$ cat src/rtl/sd_resp_if.sv
// Bus between the SD host controller (master) and the CMD-line response receiver (slave).
interface sd_resp_if;
    logic         sd_clk_en;
    logic         sd_cmd;
    logic         start;
    logic [1:0]   resp_type;
    logic [5:0]   exp_index;
    logic         abort;
    logic         busy;
    logic         resp_valid;
    logic [5:0]   resp_index;
    logic [127:0] resp_data;
    logic         crc_err;
    logic         index_err;
    logic         frame_err;
    logic         timeout_err;

    modport master (
        output sd_clk_en, sd_cmd, start, resp_type, exp_index, abort,
        input  busy, resp_valid, resp_index, resp_data,
               crc_err, index_err, frame_err, timeout_err
    );

    modport slave (
        input  sd_clk_en, sd_cmd, start, resp_type, exp_index, abort,
        output busy, resp_valid, resp_index, resp_data,
               crc_err, index_err, frame_err, timeout_err
    );
endinterface

$ cat src/rtl/sd_resp_receiver.sv
// SD CMD-line response receiver: frames one 48-bit (R1/R3/R6/R7) or 136-bit (R2)
// response sampled on SD-clock strobes, checks CRC7, index, framing and Ncr timeout.
module sd_resp_receiver #(
    parameter int TIMEOUT_TICKS = 64,
    parameter int TO_W          = 8,
    parameter bit CHECK_END     = 1'b1
) (
    input  logic     clk,
    input  logic     reset,
    sd_resp_if.slave bus
);

    typedef enum logic [2:0] {
        S_IDLE       = 3'd0,
        S_WAIT_START = 3'd1,
        S_RECV       = 3'd2,
        S_CHECK      = 3'd3,
        S_DONE       = 3'd4
    } state_t;

    localparam logic [1:0]      TYPE_NONE = 2'd0;
    localparam logic [1:0]      TYPE_R1   = 2'd1;
    localparam logic [1:0]      TYPE_R3   = 2'd2;
    localparam logic [1:0]      TYPE_R2   = 2'd3;
    localparam logic [TO_W-1:0] TO_LAST   = TO_W'(TIMEOUT_TICKS - 1);
    localparam logic [TO_W-1:0] TO_ONE    = TO_W'(1);

    // One serial step of CRC7, generator x^7 + x^3 + 1, MSB-first.
    function automatic logic [6:0] crc7_step(input logic [6:0] crc, input logic din);
        logic fb;
        fb = crc[6] ^ din;
        return {crc[5:0], 1'b0} ^ {3'b000, fb, 2'b00, fb};
    endfunction

    state_t          state_q, state_d;
    logic [1:0]      type_q, type_d;
    logic [5:0]      exp_idx_q, exp_idx_d;
    logic            long_q, long_d;
    logic [TO_W-1:0] to_cnt_q, to_cnt_d;
    logic [7:0]      bit_cnt_q, bit_cnt_d;
    logic [134:0]    shift_q, shift_d;
    logic [6:0]      crc_q, crc_d;
    logic            busy_q, busy_d;
    logic            valid_q, valid_d;
    logic [5:0]      index_q, index_d;
    logic [127:0]    data_q, data_d;
    logic            crc_err_q, crc_err_d;
    logic            idx_err_q, idx_err_d;
    logic            frm_err_q, frm_err_d;
    logic            to_err_q, to_err_d;
    logic            tx_bit_s;

    // Next-state and output computation for the receive FSM.
    always_comb begin
        state_d   = state_q;
        type_d    = type_q;
        exp_idx_d = exp_idx_q;
        long_d    = long_q;
        to_cnt_d  = to_cnt_q;
        bit_cnt_d = bit_cnt_q;
        shift_d   = shift_q;
        crc_d     = crc_q;
        valid_d   = 1'b0;
        index_d   = index_q;
        data_d    = data_q;
        crc_err_d = crc_err_q;
        idx_err_d = idx_err_q;
        frm_err_d = frm_err_q;
        to_err_d  = to_err_q;
        tx_bit_s  = 1'b0;

        case (state_q)
            S_IDLE: begin
                if (bus.start) begin
                    type_d    = bus.resp_type;
                    exp_idx_d = bus.exp_index;
                    long_d    = (bus.resp_type == TYPE_R2);
                    to_cnt_d  = {TO_W{1'b0}};
                    index_d   = 6'd0;
                    data_d    = 128'd0;
                    crc_err_d = 1'b0;
                    idx_err_d = 1'b0;
                    frm_err_d = 1'b0;
                    to_err_d  = 1'b0;
                    if (bus.resp_type == TYPE_NONE) begin
                        state_d = S_DONE;
                        valid_d = 1'b1;
                    end else begin
                        state_d = S_WAIT_START;
                    end
                end else begin
                    state_d = S_IDLE;
                end
            end

            S_WAIT_START: begin
                if (bus.sd_clk_en) begin
                    if (!bus.sd_cmd) begin
                        // Start bit is zero, so a cleared CRC already accounts for it.
                        shift_d   = 135'd0;
                        crc_d     = 7'd0;
                        bit_cnt_d = long_q ? 8'd134 : 8'd46;
                        state_d   = S_RECV;
                    end else if (to_cnt_q == TO_LAST) begin
                        to_err_d = 1'b1;
                        valid_d  = 1'b1;
                        state_d  = S_DONE;
                    end else begin
                        to_cnt_d = to_cnt_q + TO_ONE;
                    end
                end else begin
                    state_d = S_WAIT_START;
                end
            end

            S_RECV: begin
                if (bus.sd_clk_en) begin
                    shift_d = {shift_q[133:0], bus.sd_cmd};
                    // bit_cnt equals the frame bit index; R2 restarts CRC at bit 127.
                    if (bit_cnt_q >= 8'd8) begin
                        crc_d = crc7_step((long_q && (bit_cnt_q == 8'd127)) ? 7'd0 : crc_q,
                                          bus.sd_cmd);
                    end else begin
                        crc_d = crc_q;
                    end
                    if (bit_cnt_q == 8'd0) begin
                        state_d = S_CHECK;
                    end else begin
                        bit_cnt_d = bit_cnt_q - 8'd1;
                    end
                end else begin
                    state_d = S_RECV;
                end
            end

            S_CHECK: begin
                if (long_q) begin
                    index_d  = shift_q[133:128];
                    data_d   = {shift_q[127:1], 1'b0};
                    tx_bit_s = shift_q[134];
                end else begin
                    index_d  = shift_q[45:40];
                    data_d   = {96'd0, shift_q[39:8]};
                    tx_bit_s = shift_q[46];
                end
                frm_err_d = tx_bit_s | (CHECK_END & ~shift_q[0]);
                crc_err_d = (type_q != TYPE_R3) && (crc_q != shift_q[7:1]);
                idx_err_d = (type_q == TYPE_R1) && (index_d != exp_idx_q);
                valid_d   = 1'b1;
                state_d   = S_DONE;
            end

            S_DONE: begin
                state_d = S_IDLE;
            end

            default: begin
                state_d = S_IDLE;
            end
        endcase

        if (bus.abort) begin
            state_d   = S_IDLE;
            valid_d   = 1'b0;
            index_d   = 6'd0;
            data_d    = 128'd0;
            crc_err_d = 1'b0;
            idx_err_d = 1'b0;
            frm_err_d = 1'b0;
            to_err_d  = 1'b0;
        end else begin
            state_d = state_d;
        end

        busy_d = (state_d != S_IDLE);
    end

    // State and output registers with synchronous reset.
    always_ff @(posedge clk) begin
        if (reset) begin
            state_q   <= S_IDLE;
            type_q    <= 2'd0;
            exp_idx_q <= 6'd0;
            long_q    <= 1'b0;
            to_cnt_q  <= {TO_W{1'b0}};
            bit_cnt_q <= 8'd0;
            shift_q   <= 135'd0;
            crc_q     <= 7'd0;
            busy_q    <= 1'b0;
            valid_q   <= 1'b0;
            index_q   <= 6'd0;
            data_q    <= 128'd0;
            crc_err_q <= 1'b0;
            idx_err_q <= 1'b0;
            frm_err_q <= 1'b0;
            to_err_q  <= 1'b0;
        end else begin
            state_q   <= state_d;
            type_q    <= type_d;
            exp_idx_q <= exp_idx_d;
            long_q    <= long_d;
            to_cnt_q  <= to_cnt_d;
            bit_cnt_q <= bit_cnt_d;
            shift_q   <= shift_d;
            crc_q     <= crc_d;
            busy_q    <= busy_d;
            valid_q   <= valid_d;
            index_q   <= index_d;
            data_q    <= data_d;
            crc_err_q <= crc_err_d;
            idx_err_q <= idx_err_d;
            frm_err_q <= frm_err_d;
            to_err_q  <= to_err_d;
        end
    end

    assign bus.busy        = busy_q;
    assign bus.resp_valid  = valid_q;
    assign bus.resp_index  = index_q;
    assign bus.resp_data   = data_q;
    assign bus.crc_err     = crc_err_q;
    assign bus.index_err   = idx_err_q;
    assign bus.frame_err   = frm_err_q;
    assign bus.timeout_err = to_err_q;

endmodule

$ cat src/flat_wrapper.sv
// flat-port wrapper written by rule: the top's interface ports become plain ports
module sd_resp_receiver_flat 
#(
    parameter int TIMEOUT_TICKS = 64,
    parameter int TO_W          = 8,
    parameter bit CHECK_END     = 1'b1
)
  (clk, reset, bus_sd_clk_en, bus_sd_cmd, bus_start, bus_resp_type, bus_exp_index, bus_abort, bus_busy, bus_resp_valid, bus_resp_index, bus_resp_data, bus_crc_err, bus_index_err, bus_frame_err, bus_timeout_err);
  sd_resp_if bus_i ();
  input  logic clk;
  input  logic reset;
  input wire logic [$bits(bus_i.sd_clk_en)-1:0] bus_sd_clk_en;
  input wire logic [$bits(bus_i.sd_cmd)-1:0] bus_sd_cmd;
  input wire logic [$bits(bus_i.start)-1:0] bus_start;
  input wire logic [$bits(bus_i.resp_type)-1:0] bus_resp_type;
  input wire logic [$bits(bus_i.exp_index)-1:0] bus_exp_index;
  input wire logic [$bits(bus_i.abort)-1:0] bus_abort;
  output wire logic [$bits(bus_i.busy)-1:0] bus_busy;
  output wire logic [$bits(bus_i.resp_valid)-1:0] bus_resp_valid;
  output wire logic [$bits(bus_i.resp_index)-1:0] bus_resp_index;
  output wire logic [$bits(bus_i.resp_data)-1:0] bus_resp_data;
  output wire logic [$bits(bus_i.crc_err)-1:0] bus_crc_err;
  output wire logic [$bits(bus_i.index_err)-1:0] bus_index_err;
  output wire logic [$bits(bus_i.frame_err)-1:0] bus_frame_err;
  output wire logic [$bits(bus_i.timeout_err)-1:0] bus_timeout_err;
  assign bus_i.sd_clk_en = bus_sd_clk_en;
  assign bus_i.sd_cmd = bus_sd_cmd;
  assign bus_i.start = bus_start;
  assign bus_i.resp_type = bus_resp_type;
  assign bus_i.exp_index = bus_exp_index;
  assign bus_i.abort = bus_abort;
  assign bus_busy = bus_i.busy;
  assign bus_resp_valid = bus_i.resp_valid;
  assign bus_resp_index = bus_i.resp_index;
  assign bus_resp_data = bus_i.resp_data;
  assign bus_crc_err = bus_i.crc_err;
  assign bus_index_err = bus_i.index_err;
  assign bus_frame_err = bus_i.frame_err;
  assign bus_timeout_err = bus_i.timeout_err;
  sd_resp_receiver #(.TIMEOUT_TICKS(TIMEOUT_TICKS), .TO_W(TO_W), .CHECK_END(CHECK_END)) u_core (.clk(clk), .reset(reset), .bus(bus_i));
endmodule
$ cat config.mk
export PLATFORM = sky130hd
export DESIGN_NAME = sd_resp_receiver_flat
export DESIGN_NICKNAME = d
export VERILOG_FILES = /design/src/rtl/sd_resp_if.sv /design/src/rtl/sd_resp_receiver.sv /design/src/flat_wrapper.sv
export SDC_FILE = /design/constraint.sdc
export NUM_CORES = 1
export LEC_CHECK = 0
export CAP_MARGIN = 20
export CORE_MARGIN = 1.5
export CORE_UTILIZATION = 45
export CTS_CLUSTER_DIAMETER = 60
export DETAILED_ROUTE_END_ITERATION = 8
export PLACE_DENSITY = 0.67
export REMOVE_ABC_BUFFERS = 1
export SLEW_MARGIN = 15
export SYNTH_ARGS = -nofsm -noshare
export SYNTH_HDL_FRONTEND = slang
export SYNTH_SLANG_ARGS = --single-unit
$ cat constraint.sdc
create_clock -name clk -period 5.35 [get_ports clk]
set_clock_uncertainty 0.2 [all_clocks]
set_input_delay 1.07 -clock clk [delete_from_list [all_inputs] [get_ports clk]]
set_output_delay 1.07 -clock clk [all_outputs]
set_load 0.01 [all_outputs]
; After elaboration in Yosys (flattened, before gate mapping)
; Cells that the tools add are included.
[totals]
register_bits = 310
input_bits = 14
output_inout_bits = 140
wordCells = 113
[op_classes]
add_sub_neg = 2
n_lt_le_gt_ge = 1
eq_ne = 19
muxes = 53
n_bitwise = 4
reduce_logical = 18
[op_table]
columns = operator, n
row1 = $mux 135, 3
row2 = $pmux 135 s2, 1
row3 = $mux 128, 2
row4 = $pmux 128 s2, 1
row5 = $mux 8, 9
row6 = $mux 7, 5
row7 = $pmux 8 s2, 2
row8 = $mux 3, 8
row9 = $reduce_and 5->1, 4
row10 = $mux 6, 3
row11 = $ne 2x2->1 const B, 8
row12 = $pmux 7 s2, 1
row13 = $pmux 3 s4, 1
row14 = $pmux 6 s2, 1
row15 = $mux 1, 11
row16 = $add 8x1->8 const B, 1
row17 = $eq 8x6->1 const B, 1
row18 = $eq 8x7->1 const B, 1
row19 = $ge 8x4->1 const B, 1
row20 = $logic_not 8->1, 1
row21 = $pmux 1 s2, 4
row22 = $sub 8x1->8 const B, 1
row23 = $ne 7x7->1, 1
row24 = $xor 7x4->7, 1
row25 = 18 further kinds, 25

; Logic depth before layout (Yosys ltp)
[depth]
depth_word = 8
mapped_depth = 8
ltp_nobuf = 6

; Least setup slack after synthesis
; Ideal clock, no wire load.
[synth_timing]
kind = input to register
start = in bus_sd_cmd
end = reg u_core.shift_q[100]
setup_ns = 0.120
arrival_time_ns = 2.258
required_ns = 5.030
slack_ns = 2.773
stages = 8
n_path_buf = 4
cell_sequence = clkbuf_2 -> nor4b_1 -> nand2_1 -> nand2b_1 -> buf_2 -> buf_4 -> buf_2 -> a21oi_1
[synth_via]
elab_chain_len = 2
[synth_rtl]
columns = element, line_no
row1 = start: declaration, flat_wrapper.sv:13  ; input wire logic [$bits(bus_i.sd_cmd)-1:0] bus_sd_cmd;
row2 = $ne 2x2->1 (no source line), --
row3 = $reduce_and 4->1 (no source line), --
row4 = end signal: assignment, sd_resp_receiver.sv:204  ; shift_q <= shift_d;
row5 = end: declaration, sd_resp_receiver.sv:41  ; logic [134:0] shift_q, shift_d;
; Every way passes these cells.
; A chain may end at the register's enable or synchronous reset.

; Worst setup path after layout
[layout_timing]
start = in bus_sd_cmd
end = reg u_core.shift_q[64]
; The elaborated chain is that of the path after synthesis.

==> results_dict.tcl <==
set metrics [dict create \
    synth_warnings 0 \
    syn_avg_cell_area_um2 8.78 \
    routedWlPerCell_um 15.9 \
    diodes 0 \
    synth.mux.area_fraction_pct 3.65 \
    drc 0 \
    cts_made_buffers 34 \
    cts_tree "yes" \
    drive_above_1_share_pct 8.55 \
    grt_pass1_wl_um 45600 \
    first_pass_iters 5 \
    rr_worst_depth 5 \
    clock_path_buffers 3 \
    place.gp.congestion 0.809 \
    grt_antenna_before_repair 0 \
    synth_ff_type "dfxtp_1" \
    hold_path_depth 2 \
    final_area_mm2 0.0144 \
    power_density_mw_per_mm2 332 \
    track_usage_pct 20.6 \
    clk_latency_ns 0.50 \
    synth_compound_area_share_pct 19.0 \
    worst_pin_slew_ns 1.11 \
    clkTransAtPathRegs_ns 0.06 \
    fin_nets 1442 \
    yosys.area_share.simple_pct 18.0 \
    critPathLaunchType "primary input" \
    vias 9630 \
    syn2layout_area_growth_pct 23.2 \
    setup-violations-final 0 \
    end_kind "flip-flop" \
    die-area_mm2 0.0269 \
    min_period_ns 3.27 \
    synth_cells 1329 \
    arrival_ns 3.44 \
    wl_um 28200 \
    postCtsHoldBufs 0 \
    clockRootBuffer "clkbuf_16" \
    cap_viol_max_count 0 \
    ant_nets 0 \
    path_class "primary input to flip-flop" \
    outcome "complete, no violations" \
    max-vdd-ir-drop_mv 0.191 \
    grt_pass1_vias 8838 \
    core_mm2 0.0253 \
    drtIter0Drc 790 \
    drv_slew 0 \
    fillers 2254 \
    layout.cells.most_common_list "309 x dfxtp_1, 293 x nand2_1, 167 x a21oi_1" \
    dpl_cell_area_mm2 0.0133 \
    ios 154 \
    dp_hpwl_um 17400 \
    synth_area_leader_cell "dfxtp_1" \
    gr-total-overflow 0 \
    fp.dieH_um 164 \
    async_flop_share_pct 0 \
    clock-sinks 310 \
    synth_area_mm2 0.0117 \
    hold_viol_final 0 \
    mostFrequentLayoutCell "dfxtp_1" \
    synth_top_family_by_area "compound AO/OA/AOI/OAI gates" \
    rows 58 \
    avgViaCountPerCell 5.41 \
    ys_top_cells_by_area "dfxtp_1 53%, nand2_1 9.4%, a22oi_1 8.5%, a21oi_1 7.2%, nor2_1 4.7%" \
    rsz0062_at_grt "no" \
    grt_max_degree 97 \
    holdCritPathClass "flip-flop to flip-flop" \
    min_period_over_period_pct 61.0 \
    required_ns 5.52 \
    path_max_fanout 73 \
    maxSlewHeadroom_pct 26.0 \
    seq_area_frac_synth_pct 53.2 \
    synth-seq-cells 310 \
    start_util_pct 46.1 \
    htreeDepth 2 \
    max_freq_mhz 306 \
    finish.utilization_pct 56.8 \
    leakagePower_nw 4.68 \
    io_buffers 153 \
    synth_edf_count 0 \
    die_w_um 164 \
    place_ws_ns 1.60 \
    synthAdderAreaFrac_pct 0.322 \
    setup_ws_ns 2.08 \
    ctsResizeCount 0 \
    synth.distinct_cells 63 \
    cts_setup_buffers 0 \
    synth_top_area_share_pct 53.2 \
    synth-xor-area-share_pct 1.20 \
]
cell type report:
| cell class | instances | area [um2] | area share, % |
|---|---|---|---|
| clock buffer | 49 | 978 | 6.81 |
| clock inverter | 12 | 130 | 0.905 |
| inverter | 5 | 18.8 | 0.131 |
| multi-input combinational | 906 | 4960 | 34.5 |
| sequential | 310 | 6210 | 43.2 |
| tap | 330 | 413 | 2.87 |
| timing repair buffer | 168 | 1670 | 11.6 |
metal layers:
metal | wire length, um | GRT usage, % | vias up
li1 | - | - | 4775
met4 | 513 | 6.12 | 0
met2 | 13400 | 33.1 | 214
met5 | 0 | 0 | -
met3 | 1340 | 3.03 | 30
met1 | 13000 | 28.6 | 4611
power breakdown:
| group | switching, mW | internal, mW |
|---|---|---|
| sequential | 0.00771 | 2.32 |
| combinational | 0.116 | 0.0398 |
| clock | 0.916 | 1.38 |
| total | 1.04 | 3.73 |
stage by stage:
step	power [mW]	TNS [ns]	std cells	hold WS, ns
2_1_floorplan	2.46	-149.70	1221	0.230
3_3_place_gp	2.53	0	1718	0.243
3_5_place_dp	2.53	0	1718	0.247
4_1_cts	4.82	0	1779	0.254
5_1_grt	4.93	0	1780	0.268
6_report	4.77	0	1780	0.253
logic make-up after synthesis:
logic type / Yosys count
buf+inv: 113
xor+xnor: 16
simple gates: 498
compound gates: 351
flops: 310
fa+ha+maj: 3
mux: 38
flip-flops by register name, indices dropped and copies added, names as in the netlist, 2 cells and up:
| register | count |
|---|---|
| u_core.bus.resp_data | 128 |
| u_core.bit_cnt_q | 8 |
| u_core.bus.resp_index | 6 |
| u_core.shift_q | 135 |
| u_core.state_q | 3 |
| u_core.type_q | 2 |
| u_core.crc_q | 7 |
| u_core.to_cnt_q | 8 |
| u_core.exp_idx_q | 6 |
cell usage after synthesis (3+ instances only):
library cell,instances
nor3_1,5
or3_1,5
nand3_1,5
a22o_1,5
clkbuf_1,43
ha_1,3
inv_1,5
nand2_1,293
nor2_1,145
buf_2,55
nor4_1,3
or4_1,8
nor2b_1,3
o211ai_1,3
mux2_2,36
a22oi_1,132
xnor2_1,8
buf_4,4
nand4_1,4
xor2_1,8
buf_6,5
nand2b_1,4
o21a_1,3
o21ai_0,14
o31ai_1,7
a21oi_1,167
dfxtp_1,310
critical path, cell delays in order:
cell	delay [ns]
clkdlybuf4s50_1	0.56
nor4b_1	0.45
nand2_1	0.18
nand2b_4	0.64
buf_12	0.34
a21oi_1	0.08
worst paths after layout:
path	from	end	slack, ns
min reg2reg	u_core.bus.crc_err	u_core.bus.crc_err	0.25
max reg2reg	u_core.state_q[0]	u_core.shift_q[54]	2.59
min	u_core.bus.crc_err	u_core.bus.crc_err	0.25
max	bus_sd_cmd	u_core.shift_q[64]	2.08
Note: power is estimated with default switching activity, not from simulation.
